<file path="config.mk">
export PLATFORM = sky130hd
export DESIGN_NAME = npu_inst_loader
export DESIGN_NICKNAME = d
export VERILOG_FILES = /design/src/rtl/npu_pkg.sv /design/src/rtl/npu_inst_packer.sv /design/src/rtl/npu_inst_loader.sv
export SDC_FILE = /design/constraint.sdc
export NUM_CORES = 1
export LEC_CHECK = 0
export ABC_AREA = 1
export BUFFER_PORTS_ARGS = -buffer_cell sky130_fd_sc_hd__buf_2
export CAP_MARGIN = 5
export CORE_MARGIN = 5
export CORE_UTILIZATION = 46
export CTS_BUF_LIST = sky130_fd_sc_hd__clkbuf_4 sky130_fd_sc_hd__clkbuf_8
export DETAILED_ROUTE_END_ITERATION = 8
export PLACE_DENSITY = 0.75
export SLEW_MARGIN = 20
export SYNTH_ARGS = -nofsm -noshare
export SYNTH_HDL_FRONTEND = slang
export SYNTH_SLANG_ARGS = --single-unit
</file>
<file path="constraint.sdc">
create_clock -name clk -period 6.2 [get_ports clk]
set_input_delay 0.62 -clock clk [delete_from_list [all_inputs] [get_ports clk]]
set_output_delay 0.62 -clock clk [all_outputs]
set_load 0.1 [all_outputs]
</file>
<file path="src/rtl/npu_pkg.sv">
`timescale 1ns/1ps
`default_nettype none
// ============================================================================
//  Module      : npu_pkg
//  Description : Shared definitions for the NPU instruction-loader slice:
//                loader state encoding, the NOP terminator value and the
//                number of DDR words packed into one instruction.
//  Revision    : 1.0  initial release
// ============================================================================
package npu_pkg;

    // Reference widths used to derive the packing ratio.
    localparam int c_PKG_DATA_WIDTH = 32;
    localparam int c_PKG_INST_WIDTH = 128;

    // DDR words per instruction word.
    localparam int WORDS_PER_INST = c_PKG_INST_WIDTH / c_PKG_DATA_WIDTH;

    // Terminator written after the last loaded instruction.
    localparam logic [127:0] c_NOP_INST = 128'd0;

    // Loader state encoding (kept as plain constants for legacy tooling).
    localparam logic [2:0] c_ST_IDLE     = 3'd0;
    localparam logic [2:0] c_ST_REQ      = 3'd1;
    localparam logic [2:0] c_ST_DRAIN    = 3'd2;
    localparam logic [2:0] c_ST_TERM     = 3'd3;
    localparam logic [2:0] c_ST_LAUNCH   = 3'd4;
    localparam logic [2:0] c_ST_WAIT_NPU = 3'd5;

endpackage
`default_nettype wire

</file>
<file path="src/rtl/npu_inst_packer.sv">
`timescale 1ns/1ps
`default_nettype none
// ============================================================================
//  Module      : npu_inst_packer
//  Description : Packs consecutive DDR words into instruction words. Word k of
//                an instruction lands at bits [DATA_WIDTH*k +: DATA_WIDTH].
//                inst_valid/inst are combinational and flag the cycle in which
//                the final word of an instruction arrives.
//  Ports       : clk, rst (sync, active high)
//                data_valid, data   - incoming DDR word
//                inst_valid, inst   - completed instruction
//  Revision    : 1.0  initial release
// ============================================================================
module npu_inst_packer
    import npu_pkg::*;
#(
    parameter int DATA_WIDTH = 32,
    parameter int INST_WIDTH = 128
) (
    input  logic                  clk,
    input  logic                  rst,
    input  logic                  data_valid,
    input  logic [DATA_WIDTH-1:0] data,
    output logic                  inst_valid,
    output logic [INST_WIDTH-1:0] inst
);

    localparam int c_HOLD_W = INST_WIDTH - DATA_WIDTH;

    logic [1:0]            r_word_cnt;
    // Holds the words received so far, oldest word at the bottom.
    logic [c_HOLD_W-1:0]   r_hold;
    logic [INST_WIDTH-1:0] w_full;

    // New word enters at the top; after the last word the oldest sits at bit 0.
    assign w_full     = {data, r_hold};
    assign inst       = w_full;
    assign inst_valid = data_valid && (r_word_cnt == 2'(WORDS_PER_INST - 1));

    always_ff @(posedge clk) begin
        if (rst) begin
            r_word_cnt <= 2'd0;
            r_hold     <= '0;
        end else if (data_valid) begin
            r_word_cnt <= r_word_cnt + 2'd1;
            r_hold     <= w_full[INST_WIDTH-1:DATA_WIDTH];
        end
    end

endmodule
`default_nettype wire

</file>
<file path="src/rtl/npu_inst_loader.sv">
`timescale 1ns/1ps
`default_nettype none
// ============================================================================
//  Module      : npu_inst_loader
//  Description : Loads N 128-bit instructions from DDR (as 32-bit words) into
//                the NPU instruction RAM, then writes a NOP terminator at
//                index N. Optionally launches the NPU and waits for it.
//  Config      : NPU_INST_LOADER_AUTOSTART_EN - adds LAUNCH/WAIT_NPU states.
//  Ports       : clk, rst                         clock, sync active-high reset
//                load_start/base_addr/inst_num    load command (IDLE only)
//                load_ready, load_done            status
//                inst_ram_wr_en/addr/data         instruction RAM write port
//                DDR_READ_*                       DDR read channel
//                npu_inst_start, npu_inst_ready   NPU launch handshake
//  Revision    : 1.0  initial release
// ============================================================================
module npu_inst_loader
    import npu_pkg::*;
#(
    parameter int DATA_WIDTH      = 32,
    parameter int INST_WIDTH      = 128,
    parameter int INST_ADDR_WIDTH = 10,
    parameter int MAX_OUTSTANDING = 8
) (
    input  logic                       clk,
    input  logic                       rst,
    input  logic                       load_start,
    input  logic [DATA_WIDTH-1:0]      load_base_addr,
    input  logic [15:0]                load_inst_num,
    output logic                       load_ready,
    output logic                       load_done,
    output logic                       inst_ram_wr_en,
    output logic [INST_ADDR_WIDTH-1:0] inst_ram_wr_addr,
    output logic [INST_WIDTH-1:0]      inst_ram_wr_data,
    output logic                       DDR_READ_CLK,
    output logic [DATA_WIDTH-1:0]      DDR_READ_ADDR,
    output logic                       DDR_READ_REQ,
    input  logic                       DDR_READ_READY,
    input  logic [DATA_WIDTH-1:0]      DDR_READ_DATA,
    input  logic                       DDR_READ_DATA_VALID,
    output logic                       npu_inst_start,
    input  logic                       npu_inst_ready
);

    localparam int c_CNT_W = INST_ADDR_WIDTH + 2;
    localparam int c_MAX_N = (1 << INST_ADDR_WIDTH) - 1;

    logic [2:0]                 r_state;
    logic [DATA_WIDTH-1:0]      r_addr;
    logic [INST_ADDR_WIDTH-1:0] r_num;
    logic [INST_ADDR_WIDTH-1:0] r_inst_idx;
    logic [c_CNT_W-1:0]         r_issued;
    logic [c_CNT_W-1:0]         r_received;
    logic                       r_ready;
    logic                       r_done;
    logic                       r_wr_en;
    logic [INST_ADDR_WIDTH-1:0] r_wr_addr;
    logic [INST_WIDTH-1:0]      r_wr_data;

    logic [INST_ADDR_WIDTH-1:0] w_clamped_num;
    logic [c_CNT_W-1:0]         w_total_words;
    logic [c_CNT_W-1:0]         w_outstanding;
    logic                       w_req;
    logic                       w_accept;
    logic                       w_word_valid;
    logic                       w_inst_valid;
    logic [INST_WIDTH-1:0]      w_inst;

    // Largest program that still leaves room for the terminator.
    assign w_clamped_num = (load_inst_num > 16'(c_MAX_N)) ? INST_ADDR_WIDTH'(c_MAX_N)
                                                          : load_inst_num[INST_ADDR_WIDTH-1:0];
    // Four DDR words per instruction.
    assign w_total_words = {r_num, 2'b00};
    assign w_outstanding = r_issued - r_received;

    // Throttle combinationally so the read window never exceeds its limit.
    assign w_req        = (r_state == c_ST_REQ) && (w_outstanding != c_CNT_W'(MAX_OUTSTANDING));
    assign w_accept     = w_req && DDR_READ_READY;
    // Returns that arrive while idle (e.g. after a reset) are discarded.
    assign w_word_valid = DDR_READ_DATA_VALID && (r_state != c_ST_IDLE);

    assign DDR_READ_CLK     = clk;
    assign DDR_READ_REQ     = w_req;
    assign DDR_READ_ADDR    = r_addr;
    assign load_ready       = r_ready;
    assign load_done        = r_done;
    assign inst_ram_wr_en   = r_wr_en;
    assign inst_ram_wr_addr = r_wr_addr;
    assign inst_ram_wr_data = r_wr_data;

`ifdef NPU_INST_LOADER_AUTOSTART_EN
    logic r_npu_start;
    logic r_npu_seen_low;
    assign npu_inst_start = r_npu_start;
`else
    logic w_unused_npu_ready;
    assign w_unused_npu_ready = npu_inst_ready;
    assign npu_inst_start     = 1'b0;
`endif

    npu_inst_packer #(
        .DATA_WIDTH (DATA_WIDTH),
        .INST_WIDTH (INST_WIDTH)
    ) u_packer (
        .clk        (clk),
        .rst        (rst),
        .data_valid (w_word_valid),
        .data       (DDR_READ_DATA),
        .inst_valid (w_inst_valid),
        .inst       (w_inst)
    );

    always_ff @(posedge clk) begin
        if (rst) begin
            r_state    <= c_ST_IDLE;
            r_addr     <= '0;
            r_num      <= '0;
            r_inst_idx <= '0;
            r_issued   <= '0;
            r_received <= '0;
            r_ready    <= 1'b1;
            r_done     <= 1'b0;
            r_wr_en    <= 1'b0;
            r_wr_addr  <= '0;
            r_wr_data  <= '0;
`ifdef NPU_INST_LOADER_AUTOSTART_EN
            r_npu_start    <= 1'b0;
            r_npu_seen_low <= 1'b0;
`endif
        end else begin
            r_wr_en <= 1'b0;
            r_done  <= 1'b0;
`ifdef NPU_INST_LOADER_AUTOSTART_EN
            r_npu_start <= 1'b0;
`endif
            if (w_accept) begin
                r_addr   <= r_addr + DATA_WIDTH'(1);
                r_issued <= r_issued + c_CNT_W'(1);
            end
            if (w_word_valid) begin
                r_received <= r_received + c_CNT_W'(1);
            end
            if (w_inst_valid) begin
                r_wr_en    <= 1'b1;
                r_wr_addr  <= r_inst_idx;
                r_wr_data  <= w_inst;
                r_inst_idx <= r_inst_idx + INST_ADDR_WIDTH'(1);
            end

            case (r_state)
                c_ST_IDLE: begin
                    if (load_start) begin
                        r_addr     <= load_base_addr;
                        r_num      <= w_clamped_num;
                        r_issued   <= '0;
                        r_received <= '0;
                        r_inst_idx <= '0;
                        r_ready    <= 1'b0;
                        if (w_clamped_num == '0) begin
                            // Empty program: the terminator is the only write.
                            r_wr_en   <= 1'b1;
                            r_wr_addr <= '0;
                            r_wr_data <= INST_WIDTH'(c_NOP_INST);
                            r_state   <= c_ST_TERM;
                        end else begin
                            r_state <= c_ST_REQ;
                        end
                    end
                end
                c_ST_REQ: begin
                    if (w_accept && ((r_issued + c_CNT_W'(1)) == w_total_words)) begin
                        r_state <= c_ST_DRAIN;
                    end
                end
                c_ST_DRAIN: begin
                    // The NOP write is registered here so it is on the RAM
                    // port during TERM; load_done follows one cycle later.
                    if (r_received == w_total_words) begin
                        r_wr_en   <= 1'b1;
                        r_wr_addr <= r_num;
                        r_wr_data <= INST_WIDTH'(c_NOP_INST);
                        r_state   <= c_ST_TERM;
                    end
                end
                c_ST_TERM: begin
                    r_done <= 1'b1;
`ifdef NPU_INST_LOADER_AUTOSTART_EN
                    r_state <= c_ST_LAUNCH;
`else
                    r_state <= c_ST_IDLE;
                    r_ready <= 1'b1;
`endif
                end
`ifdef NPU_INST_LOADER_AUTOSTART_EN
                c_ST_LAUNCH: begin
                    r_npu_start    <= 1'b1;
                    r_npu_seen_low <= 1'b0;
                    r_state        <= c_ST_WAIT_NPU;
                end
                c_ST_WAIT_NPU: begin
                    // Require a full busy period (low then high) before idling.
                    if (!npu_inst_ready) begin
                        r_npu_seen_low <= 1'b1;
                    end else if (r_npu_seen_low) begin
                        r_state <= c_ST_IDLE;
                        r_ready <= 1'b1;
                    end
                end
`endif
                default: begin
                    r_state <= c_ST_IDLE;
                    r_ready <= 1'b1;
                end
            endcase
        end
    end

endmodule
`default_nettype wire

</file>
==> flow_metrics.tcl <==
set metrics [dict create \
    fin_tns_setup_ns 0 \
    path_clk_slew_ns 0.06 \
    synth_top_area_share_pct 46.0 \
    synth_edf_count 0 \
    first_pass_iters 6 \
    diodes 0 \
    startpoint "clk" \
    synth-seq-area-share_pct 46.0 \
    dpl_cell_area_um2 15200 \
    critical_path_buf_inv_count 3 \
    met3_length_um 3600 \
    routed_wl_um 38100 \
    io_buffer_count 259 \
    drt_iter0_drc 710 \
    ant_nets 0 \
    yosysMostFrequentCell "nand2_1" \
    drive_above_1_share_pct 17.1 \
    clock_latency_ns 0.69 \
    grt_max_degree 108 \
    synthArstFlopShare_pct 0 \
    grt_util_all_layers_pct 22.1 \
    hold_path_class "input port to flip-flop" \
    timing.final.ws_setup_ns 1.97 \
    relSlewSlack_pct 30.5 \
    grt_overflow 0 \
    yosys.area.top_type "dfxtp_1" \
    dpl.hpwl_um 26000 \
    synthFlopType "dfxtp_1" \
    max_slew.worst_pin.slew_ns 1.04 \
    top_layer_used "met4" \
    core_area_um2 29600 \
    synthTopCellsByCount "518 x nand2_1, 317 x dfxtp_1, 256 x nor2_1, 191 x a21oi_1, 172 x inv_1" \
    crit_fanout 2 \
    synth_nets 2074 \
    regArea_um2 6350 \
    grt_antenna_before_repair 0 \
    power.density_nw_per_um2 412 \
    synth-seq-cells 317 \
    pin_count 262 \
    grt_pass1_wl_um 62300 \
    slowest_delay_ns 0.28 \
    cp_common_cell "clkbuf_8" \
    num-nets-final 2295 \
    grt_pass1_vias 12500 \
    synth_cell_types 37 \
    cap_violations 0 \
    final.setup_skew_ns 0.0194 \
    crit_chain "clkbuf_8, clkbuf_8, buf_2" \
    finalInstanceArea_um2 16300 \
    crit_type "clock port to primary output" \
    dp.cells 2520 \
    r2r-end "inst_ram_wr_data[23]" \
    gp_congestion 0.879 \
    pre_cts_ws_ns 2.17 \
    netlist_area_um2 13800 \
    die_area_um2 33600 \
    worst_setup_path_end_kind "primary output" \
    start_util_pct 46.6 \
    cts_tree "done" \
    status "complete, no violations" \
    r2r_start "r_state[1]" \
    dr_wl_met2_um 17200 \
    start_kind "clock port" \
    ys_top_cells_by_area "dfxtp_1 46%, nand2_1 14%, nor2_1 7.0%, a21oi_1 6.9%, o21ai_0 5.6%" \
    drc 0 \
    p_leak_nw 7.30 \
    ff2ff_setup_slack_ns 2.55 \
    area.growth.synth_to_final_pct 18.3 \
    stdcell_count 2608 \
    maxSlewViolCount 0 \
    r2r_cells 10 \
    fill_cells 2919 \
    multi_input_area_um2 6360 \
    critPathTopFamily "buffers and inverters" \
    m1WireLength_um 16700 \
    rsz0062_at_grt "false" \
    finalSetupViolations 0 \
    viasPerCell 5.03 \
    die_height_um 183 \
    post_cts_buffers 0 \
    chipWidth_um 183 \
    synthCells 1965 \
    final_core_util_pct 55.1 \
    cp_slowest_cell "buf_2" \
    avgSynthCellArea_um2 7.03 \
    required_ns 5.58 \
    cts-resized-gates 0 \
    wl_per_cell_um 14.6 \
    dr_total_vias 13100 \
    ys_warn_count 0 \
    ir_drop_mv 0.433 \
    cp.depth 3 \
    rows 63 \
    holdBufCountCts 0 \
    crit_path_end "DDR_READ_CLK" \
    hold_slack_ns 0.194 \
    total_power_mw 6.73 \
    cp.arrival_ns 3.61 \
    hold_violations 0 \
]
## worst min-delay path, delay by kind of cell
kind                   cells  cell delay, ns
buffers and inverters      1            0.10
AOI/OAI and AO/OA          1            0.05
and+or+nand+nor            1            0.05
## cell families after synthesis
kind of cell | count (synthesis) | synth area share [%]
other | 1 | 0.0272
XOR/XNOR | 41 | 2.60
buffers and inverters | 282 | 8.15
adder cells (fa/ha/maj) | 23 | 2.08
flip-flops | 317 | 46.0
AND/OR/NAND/NOR | 914 | 26.6
AO/OA/AOI/OAI | 387 | 14.5
## cells in the final DEF, fill, tap and decap left out, drive strengths merged, types with 4 or more instances in the layout
cell type,instances
nor3,19
nand3,76
nand4,16
o211ai,8
a22oi,5
xnor2,9
dfxtp,317
nand2,520
a21oi,191
inv,176
nor4,12
o21ai,165
nand3b,4
nor2,260
ha,23
clkbuf,85
o22ai,9
xor2,32
buf,270
or2,6
## report_power, final
part	switching, mW	total (mW)	internal (mW)
clock network	0.863	1.95	1.09
registers	0.273	2.64	2.37
logic	1.61	2.14	0.537
## flip-flops by register name (all words and copies together), names as in the netlist, 2 cells and up
signal and flops:
inst_ram_wr_data 128, u_packer.r_hold 96, DDR_READ_ADDR 32, r_issued 12
r_received 12, inst_ram_wr_addr 10, r_inst_idx 10, r_num 10
r_state 2, u_packer.r_word_cnt 2
## worst min path at each step
stage	startpoint	to	slack, ns	depth (start not counted)
after floorplan	u_packer.r_hold[89]	u_packer.r_hold[89]	0.44	2
after global placement	inst_ram_wr_data[15]	inst_ram_wr_data[15]	0.45	2
after detailed placement	inst_ram_wr_data[99]	inst_ram_wr_data[99]	0.45	2
after CTS	DDR_READ_DATA[14]	inst_ram_wr_data[110]	0.16	3
after global routing	DDR_READ_DATA[4]	inst_ram_wr_data[100]	0.16	3
final	DDR_READ_DATA[12]	inst_ram_wr_data[108]	0.19	3
## area by class of cell
class                      instances  share of cell area [%]
multi-input combinational       1366                    39.0
sequential                       317                    38.9
timing repair buffer             269                    8.41
clock buffer                      86                    6.31
inverter                         177                    4.09
tap                              390                    2.99
clock inverter                     3                   0.352
## routing by layer
metal / vias to the layer above / GRT usage [%]
met5: - / 0
met3: 54 / 7.46
met2: 381 / 36.4
met4: 0 / 5.84
li1: 6727 / -
met1: 5965 / 28.0
No activity file was read; power rests on OpenSTA's default activity.
